[src/rtl/button_event_fsm_pkg.sv]
// Shared definitions for button event consumers: FSM state encodings and tick timing.
package button_event_fsm_pkg;

    typedef enum logic [1:0] {
        StIdle    = 2'b00,
        StPressed = 2'b01,
        StLong    = 2'b10
    } btn_state_e;

    localparam int unsigned TickMs = 10;

endpackage

[src/rtl/button_event_fsm_edge_detect.sv]
// Registers the previous level of d_i and flags single-cycle rise/fall against it.
module button_event_fsm_edge_detect (
    input  logic clk_i,
    input  logic rst_ni,
    input  logic d_i,
    output logic rise_o,
    output logic fall_o
);

    logic prev_q;

    always_ff @(posedge clk_i or negedge rst_ni) begin
        if (!rst_ni) begin
            prev_q <= 1'b0;
        end else begin
            prev_q <= d_i;
        end
    end

    // prev_q resets low, so a level already high at reset release reads as a rise.
    assign rise_o = d_i & ~prev_q;
    assign fall_o = ~d_i & prev_q;

endmodule

[src/rtl/button_event_fsm.sv]
// Turns a debounced button level into registered press/release/long/repeat pulses and a held level.
module button_event_fsm
    import button_event_fsm_pkg::*;
#(
    parameter int unsigned LongTicks   = 100,
    parameter int unsigned RepeatTicks = 20,
    parameter int unsigned CntW        = 8
) (
    input  logic clk_i,
    input  logic rst_ni,
    input  logic tick_i,
    input  logic db_in_i,
    output logic press_pulse_o,
    output logic release_pulse_o,
    output logic long_pulse_o,
    output logic repeat_pulse_o,
    output logic held_o
);

    localparam logic [CntW-1:0] LongLast   = CntW'(LongTicks - 1);
    localparam logic [CntW-1:0] RepeatLast = CntW'(RepeatTicks - 1);

    logic rise;
    logic fall;

    btn_state_e      state_q;
    logic [CntW-1:0] cnt_q;
    logic            press_q;
    logic            release_q;
    logic            long_q;
    logic            repeat_q;

    button_event_fsm_edge_detect u_edge_detect (
        .clk_i  (clk_i),
        .rst_ni (rst_ni),
        .d_i    (db_in_i),
        .rise_o (rise),
        .fall_o (fall)
    );

    always_ff @(posedge clk_i or negedge rst_ni) begin
        if (!rst_ni) begin
            state_q   <= StIdle;
            cnt_q     <= '0;
            press_q   <= 1'b0;
            release_q <= 1'b0;
            long_q    <= 1'b0;
            repeat_q  <= 1'b0;
        end else begin
            press_q   <= 1'b0;
            release_q <= 1'b0;
            long_q    <= 1'b0;
            repeat_q  <= 1'b0;
            case (state_q)
                // A tick coinciding with the rise is deliberately not counted.
                StIdle: begin
                    if (rise) begin
                        state_q <= StPressed;
                        cnt_q   <= '0;
                        press_q <= 1'b1;
                    end
                end
                StPressed: begin
                    if (fall) begin
                        state_q   <= StIdle;
                        cnt_q     <= '0;
                        release_q <= 1'b1;
                    end else if (tick_i) begin
                        if (cnt_q == LongLast) begin
                            state_q <= StLong;
                            cnt_q   <= '0;
                            long_q  <= 1'b1;
                        end else begin
                            cnt_q <= cnt_q + CntW'(1);
                        end
                    end
                end
                StLong: begin
                    if (fall) begin
                        state_q   <= StIdle;
                        cnt_q     <= '0;
                        release_q <= 1'b1;
                    end else if (tick_i) begin
                        if (cnt_q == RepeatLast) begin
                            cnt_q    <= '0;
                            repeat_q <= 1'b1;
                        end else begin
                            cnt_q <= cnt_q + CntW'(1);
                        end
                    end
                end
                default: begin
                    state_q <= StIdle;
                    cnt_q   <= '0;
                end
            endcase
        end
    end

    assign press_pulse_o   = press_q;
    assign release_pulse_o = release_q;
    assign long_pulse_o    = long_q;
    assign repeat_pulse_o  = repeat_q;
    assign held_o          = (state_q == StPressed) || (state_q == StLong);

endmodule
[config.mk]
export PLATFORM = sky130hd
export DESIGN_NAME = button_event_fsm
export DESIGN_NICKNAME = d
export VERILOG_FILES = /design/src/rtl/button_event_fsm_pkg.sv /design/src/rtl/button_event_fsm_edge_detect.sv /design/src/rtl/button_event_fsm.sv
export SDC_FILE = /design/constraint.sdc
export NUM_CORES = 1
export LEC_CHECK = 0
export ABC_AREA = 1
export ABC_CLOCK_PERIOD_IN_PS = 1640
export CAP_MARGIN = 15
export CORE_ASPECT_RATIO = 1.1
export CORE_MARGIN = 10
export CORE_UTILIZATION = 54
export DETAILED_ROUTE_END_ITERATION = 16
export PLACE_DENSITY = 0.76
export SETUP_SLACK_MARGIN = 0.05
export SLEW_MARGIN = 0
export SYNTH_ARGS = -nofsm -noshare
export SYNTH_HDL_FRONTEND = slang
export SYNTH_HIERARCHICAL = 1
export SYNTH_SLANG_ARGS = --single-unit
[constraint.sdc]
create_clock -name clk_i -period 1.64 [get_ports clk_i]
set_input_delay 0.246 -clock clk_i [delete_from_list [all_inputs] [get_ports clk_i]]
set_output_delay 0.246 -clock clk_i [all_outputs]
set_load 0.02 [all_outputs]
==> impl_metrics.ini, run 1 <==
[run_status]
status = completed

[floorplanning]
rows = 15
die-height_microns = 63.0
initial_core_util = 0.575
core_region_area_sq_mm = 0.00158
io-pin-count = 9
die_area_sq_mm = 0.00372
die_x_microns = 59.1

[grt]
grt_max_degree = 16
gr-usage-all-layers = 0.120
grt-ovfl-total = 0
grt_antenna_before_repair = 0
grt_pass1_vias = 907
grt_pass1_wl_microns = 3650

[worst_setup_path]
path_max_fanout = 1
end_kind = output pin
required_ps = 1390
crit_path_start_kind = flip-flop
critical_path_class = reg2out
cpMaxStageDelayCell = clkdlybuf4s50_1
r2r-start = state_q[0]
slowest_delay_ps = 610
rr_endpoint = state_q[0]
cp.arrival_ps = 1240
worstPathCellList = clkdlybuf4s50_1
reg2reg_depth = 9
path_delay_family = buffers and inverters
path_buf_inv = 1
reg2reg_slack_ps = 160

[synthesis]
synth_cell_types = 21
ys_seq_elements = 15
syn-num-nets = 127
synth_cells = 119
synth.yosys.seq_area_share = 0.414
syn-cell-area_sq_um = 906
avgSynthCellArea_sq_um = 7.61
yosysWarningCount = 6

[flow_run]
maxCapViolations = 0

[place]
place_area_sq_mm = 0.00109
pre_cts_ws_ps = -116
hpwlAfterDp_microns = 1530
dp.cells = 157
numPortBuffers = 8
gp_congestion = 0.858

[route]
drc = 0
dr_total_vias = 849
routed_wirelength_microns = 1990
drt-pass1-iter-count = 4
drt_iter0_drc = 11
ant_nets = 0
routed_via_density = 5.21
routedWlPerCell_microns = 12.2

[final_layout]
fin_util = 0.733
layout_commonest_cell = nand2_1
diodes = 0
layout_common_cells = nand2_1 (33), inv_1 (22), buf_4 (16), dfrtp_1 (15), nor2_1 (8)
final_cell_count_no_fill = 163
layout-drive-gt1-share = 0.267
final_nets = 155
finalInstanceArea_sq_mm = 0.00115
area_growth_pct = 27.5

[clock_tree]
clock_path_buffers = 2
postCtsHoldBufs = 0
cts_sinks = 15
path_clk_slew_ps = 90
clock-root-buffer = clkbuf_4
cts_tree = built
clkLatencyLatePin_ps = 290
htree_levels = 1
cts-buffers-inserted = 3

[sta]
fin_ws_ps = 153
hold_viol = 0
rsz0062_at_grt = true
fmax_ghz = 0.672
relSlewSlack = 0.801
finalCritPeriodShare = 0.907
layout_min_cycle_time_ps = 1490
setup_viol = 0
finClkSkew_ps = 4.15
tightestPinTransition_ps = 297
final_max_slew_viol_count = 0
holdWs_ps = 268

[pwr]
p_leak_nw = 0.606
vdd_drop_max_mv = 0.725
power_density_mw_per_mm2 = 1320

[hold_path]
min_path_type = in2async
-- cells in the mapped netlist, drive strengths merged --
library cell,number,area share
nor4,1,0.0069
a21oi,7,0.064
nand2,39,0.17
o21ai,3,0.021
inv,23,0.098
dfrtp,15,0.41
nand3b,1,0.0083
ha,4,0.055
nand4,5,0.041
nor2,12,0.052
nand3,7,0.039
nor3,1,0.0055
buf,1,0.022
-- worst max path at each step --
| stage | slack (ps) | endpoint | cells after the start | startpoint |
|---|---|---|---|---|
| floorplan | 220 | cnt_q[5] | 10 | state_q[0] |
| global placement | -60 | cnt_q[2] | 12 | db_in_i |
| detailed placement | -120 | cnt_q[2] | 11 | db_in_i |
| CTS | 70 | held_o | 3 | state_q[1] |
| global route | -3 | state_q[0] | 9 | cnt_q[1] |
| finish | 150 | release_pulse_o | 1 | release_pulse_o |
-- sequential cells by signal (all words and copies together), names as in the netlist --
| register | flops |
|---|---|
| repeat_pulse_o | 1 |
| release_pulse_o | 1 |
| cnt_q | 8 |
| press_pulse_o | 1 |
| u_edge_detect/prev_q | 1 |
| long_pulse_o | 1 |
| state_q | 2 |
-- metal layers --
| metal | part of all wire | GRT usage | vias to the layer above |
|---|---|---|---|
| li1 | - | - | 428 |
| met1 | 0.40 | 0.127 | 402 |
| met2 | 0.53 | 0.203 | 14 |
| met3 | 0.053 | 0.0264 | 5 |
| met4 | 0.024 | 0.0747 | 0 |
| met5 | 0 | 0 | - |
-- report_power, final --
part | switching (mW) | internal, mW | total [mW]
clock | 0.124 | 0.0909 | 0.215
combinational | 0.505 | 0.366 | 0.871
sequential | 0.0215 | 0.412 | 0.434
-- cell type report --
| type | instances | area (sq um) |
|---|---|---|
| inverters | 23 | 93.8 |
| clock buffers | 3 | 22.5 |
| clock inverters | 1 | 5.00 |
| repair buffers | 24 | 195 |
| flip-flops and latches | 15 | 375 |
| multi-input cells | 80 | 442 |
| well taps | 17 | 21.3 |
| fillers | 129 | 422 |
-- per-stage QoR --
stage               TNS, ps  power (mW)
finish                    0        1.52
global route          -2.98        1.65
CTS                       0        1.50
detailed placement     -434        1.28
global placement      -93.2        1.26
floorplan                 0       0.957
-- logic make-up after synthesis --
logic type	after synthesis	synth area share
AND/OR/NAND/NOR	66	0.326
buffers and inverters	24	0.120
flip-flops	15	0.414
AO/OA/AOI/OAI	10	0.0843
adder cells (fa/ha/maj)	4	0.0553
-- worst reg2reg max path, stage by stage, from the launching register on --
cell and delay [ps]:
dfrtp_1 390, buf_4 140, ha_1 230, inv_1 80, nor2_2 40, nand2_2 80, buf_4 100, nand3b_1 130
nand2_1 100, o21ai_0 80
-- repair_timing --
item / in CTS / in global routing
setup endpoints to repair: 1 / 9
resized for setup: 3 / 11
setup buffers: 0 / 2
pin swaps: 0 / 1
(Power assumes the default switching activity.)
==> run 2: changes to the inputs <==
--- a/config.mk
+++ b/config.mk
@@ -6,13 +6,14 @@
 export NUM_CORES = 1
 export LEC_CHECK = 0
 export ABC_AREA = 1
-export ABC_CLOCK_PERIOD_IN_PS = 1640
+export ABC_CLOCK_PERIOD_IN_PS = 1350
 export CAP_MARGIN = 15
 export CORE_ASPECT_RATIO = 1.1
 export CORE_MARGIN = 10
-export CORE_UTILIZATION = 54
+export CORE_UTILIZATION = 52
+export CTS_BUF_LIST = sky130_fd_sc_hd__clkbuf_4 sky130_fd_sc_hd__clkbuf_8
 export DETAILED_ROUTE_END_ITERATION = 16
-export PLACE_DENSITY = 0.76
+export PLACE_DENSITY = 0.77
 export SETUP_SLACK_MARGIN = 0.05
 export SLEW_MARGIN = 0
 export SYNTH_ARGS = -nofsm -noshare
==> constraint.sdc (replaced) <==
create_clock -name clk_i -period 1.35 [get_ports clk_i]
set_input_delay 0.2025 -clock clk_i [delete_from_list [all_inputs] [get_ports clk_i]]
set_output_delay 0.2025 -clock clk_i [all_outputs]
set_load 0.1 [all_outputs]
==> impl_metrics.ini, run 2 (synthesized netlist as in run 1, its figures left out) <==
[sta]
fin_ws_ps = -98.0
relSlewSlack = 0.791
tightestPinTransition_ps = 313
layout_min_cycle_time_ps = 1450
finClkSkew_ps = 10.3
finalCritPeriodShare = 1.07
hold_viol = 0
fmax_ghz = 0.691
setup_viol = 11
final_max_slew_viol_count = 0
rsz0062_at_grt = true

[worst_setup_path]
crit_path_start_kind = flip-flop
path_max_fanout = 3
end_kind = output pin
cp.arrival_ps = 1250
critical_path_class = reg2out
required_ps = 1150
startpoint = state_q[1]
endpoint = held_o
rr_endpoint = cnt_q[2]
reg2reg_depth = 10
worstPathCellList = inv_2 -> ha_4 -> buf_12
r2r-start = state_q[1]
reg2reg_slack_ps = -70
slowest_delay_ps = 420
cpMaxStageDelayCell = dfrtp_1

[route]
drc = 0
ant_nets = 0
routedWlPerCell_microns = 13.6
routed_via_density = 5.29
drt_iter0_drc = 14
drt-pass1-iter-count = 4
dr_total_vias = 873
routed_wirelength_microns = 2240

[final_layout]
diodes = 0
layout-drive-gt1-share = 0.378
largest_register = cnt_q
final_nets = 157
reg_top3 = cnt_q (8), state_q (2)
area_growth_pct = 43.0
largest_reg_flops = 8
layout_common_cells = nand2_1 (33), inv_1 (19), buf_4 (16), dfrtp_1 (15), nand3_1 (7)
n_fill_cell = 110
final_cell_count_no_fill = 165
finalInstanceArea_sq_mm = 0.00129
layout_commonest_cell = nand2_1

[run_status]
status = finished with violations
violations = negative setup slack

[pwr]
vdd_drop_max_mv = 1.64
p_seq_frac = 0.228
p_int_mw = 1.28
switching_share = 0.464
power_density_mw_per_mm2 = 1840
combPwrFrac = 0.652
switchingPower_mw = 1.11
p_clk_frac = 0.120
p_leak_nw = 0.643
total_power_mw = 2.39

[floorplanning]
rows = 15
die_x_microns = 59.8
io-pin-count = 9
die_area_sq_mm = 0.00381
core_region_area_sq_mm = 0.00161
initial_core_util = 0.561
die-height_microns = 63.8

[grt]
grt-ovfl-total = 0
grt_antenna_before_repair = 0
grt_pass1_vias = 913
grt_pass1_wl_microns = 3900
grt_max_degree = 16
gr-usage-all-layers = 0.129

[clock_tree]
cts-buffers-inserted = 3
clock-root-buffer = clkbuf_4
cts_tree = built
path_clk_slew_ps = 90
clkLatencyLatePin_ps = 290
htree_levels = 1
cts_sinks = 15
clock_path_buffers = 2

[place]
dp.cells = 158
place_area_sq_mm = 0.00119
hpwlAfterDp_microns = 1600
numPortBuffers = 8
gp_congestion = 0.901

[flow_run]
maxCapViolations = 0

[hold_path]
min_path_type = in2async
==> run 2: critical path, delay by kind of cell (launching register included) <==
family | cells | cell delay, ps
buffers and inverters | 2 | 240
flip-flops | 1 | 420
adder cells (fa/ha/maj) | 1 | 290
==> run 2: power groups by stage <==
stage	Combinational, mW	Sequential, mW	Clock (mW)
floorplan	0.873	0.628	0
global placement	1.35	0.550	0
detailed placement	1.37	0.555	0
CTS	1.46	0.547	0.292
global route	1.65	0.551	0.311
finish	1.56	0.544	0.286
==> run 2: what timing repair did <==
item,in CTS,in global routing
pin swaps,8,3
setup endpoints to repair,12,13
resized for setup,14,4
hold buffers,0,0
buffers inserted,2,2
==> run 2: cell type report <==
class / instances / area, sq um / area share
Tap cell: 17 / 21.3 / 0.0164
Multi-Input combinational cell: 80 / 493 / 0.381
Timing Repair Buffer: 26 / 282 / 0.217
Sequential cell: 15 / 375 / 0.290
Clock buffer: 4 / 30.0 / 0.0232
Inverter: 23 / 93.8 / 0.0725
==> run 2: metrics by stage <==
stage	TNS [ps]	hold WS [ps]	setup slack, ps	util
floorplan	0	-93.1	7.88	-
global placement	-2920	490	-335	0.736
detailed placement	-3550	492	-405	0.736
CTS	-591	228	-94.9	0.789
global route	-1710	222	-186	0.802
finish	-558	218	-98.0	0.802
==> run 2: per-layer routing <==
layer,up-vias,share of wire,GRT usage
met3,5,0.048,0.0514
met4,0,0.015,0.0534
met2,17,0.56,0.242
li1,426,-,-
met5,-,0,0
met1,425,0.37,0.115
==> run 2: worst min-delay path by stage <==
stage	endpoint	slack, ps	cells past startpoint
finish	u_edge_detect/prev_q	220	2
global route	cnt_q[5]	220	2
CTS	u_edge_detect/prev_q	230	2
detailed placement	cnt_q[7]	490	2
global placement	cnt_q[7]	490	2
floorplan	cnt_q[0]	-90	0
==> run 3: changes to the inputs <==
--- a/config.mk
+++ b/config.mk
@@ -12,6 +12,7 @@
 export CORE_MARGIN = 10
 export CORE_UTILIZATION = 52
 export CTS_BUF_LIST = sky130_fd_sc_hd__clkbuf_4 sky130_fd_sc_hd__clkbuf_8
+export CTS_CLUSTER_DIAMETER = 50
 export DETAILED_ROUTE_END_ITERATION = 16
 export PLACE_DENSITY = 0.77
 export SETUP_SLACK_MARGIN = 0.05
==> results of run 3 <==
Same layout as run 2: the final DEF is identical, and so are final timing and power.
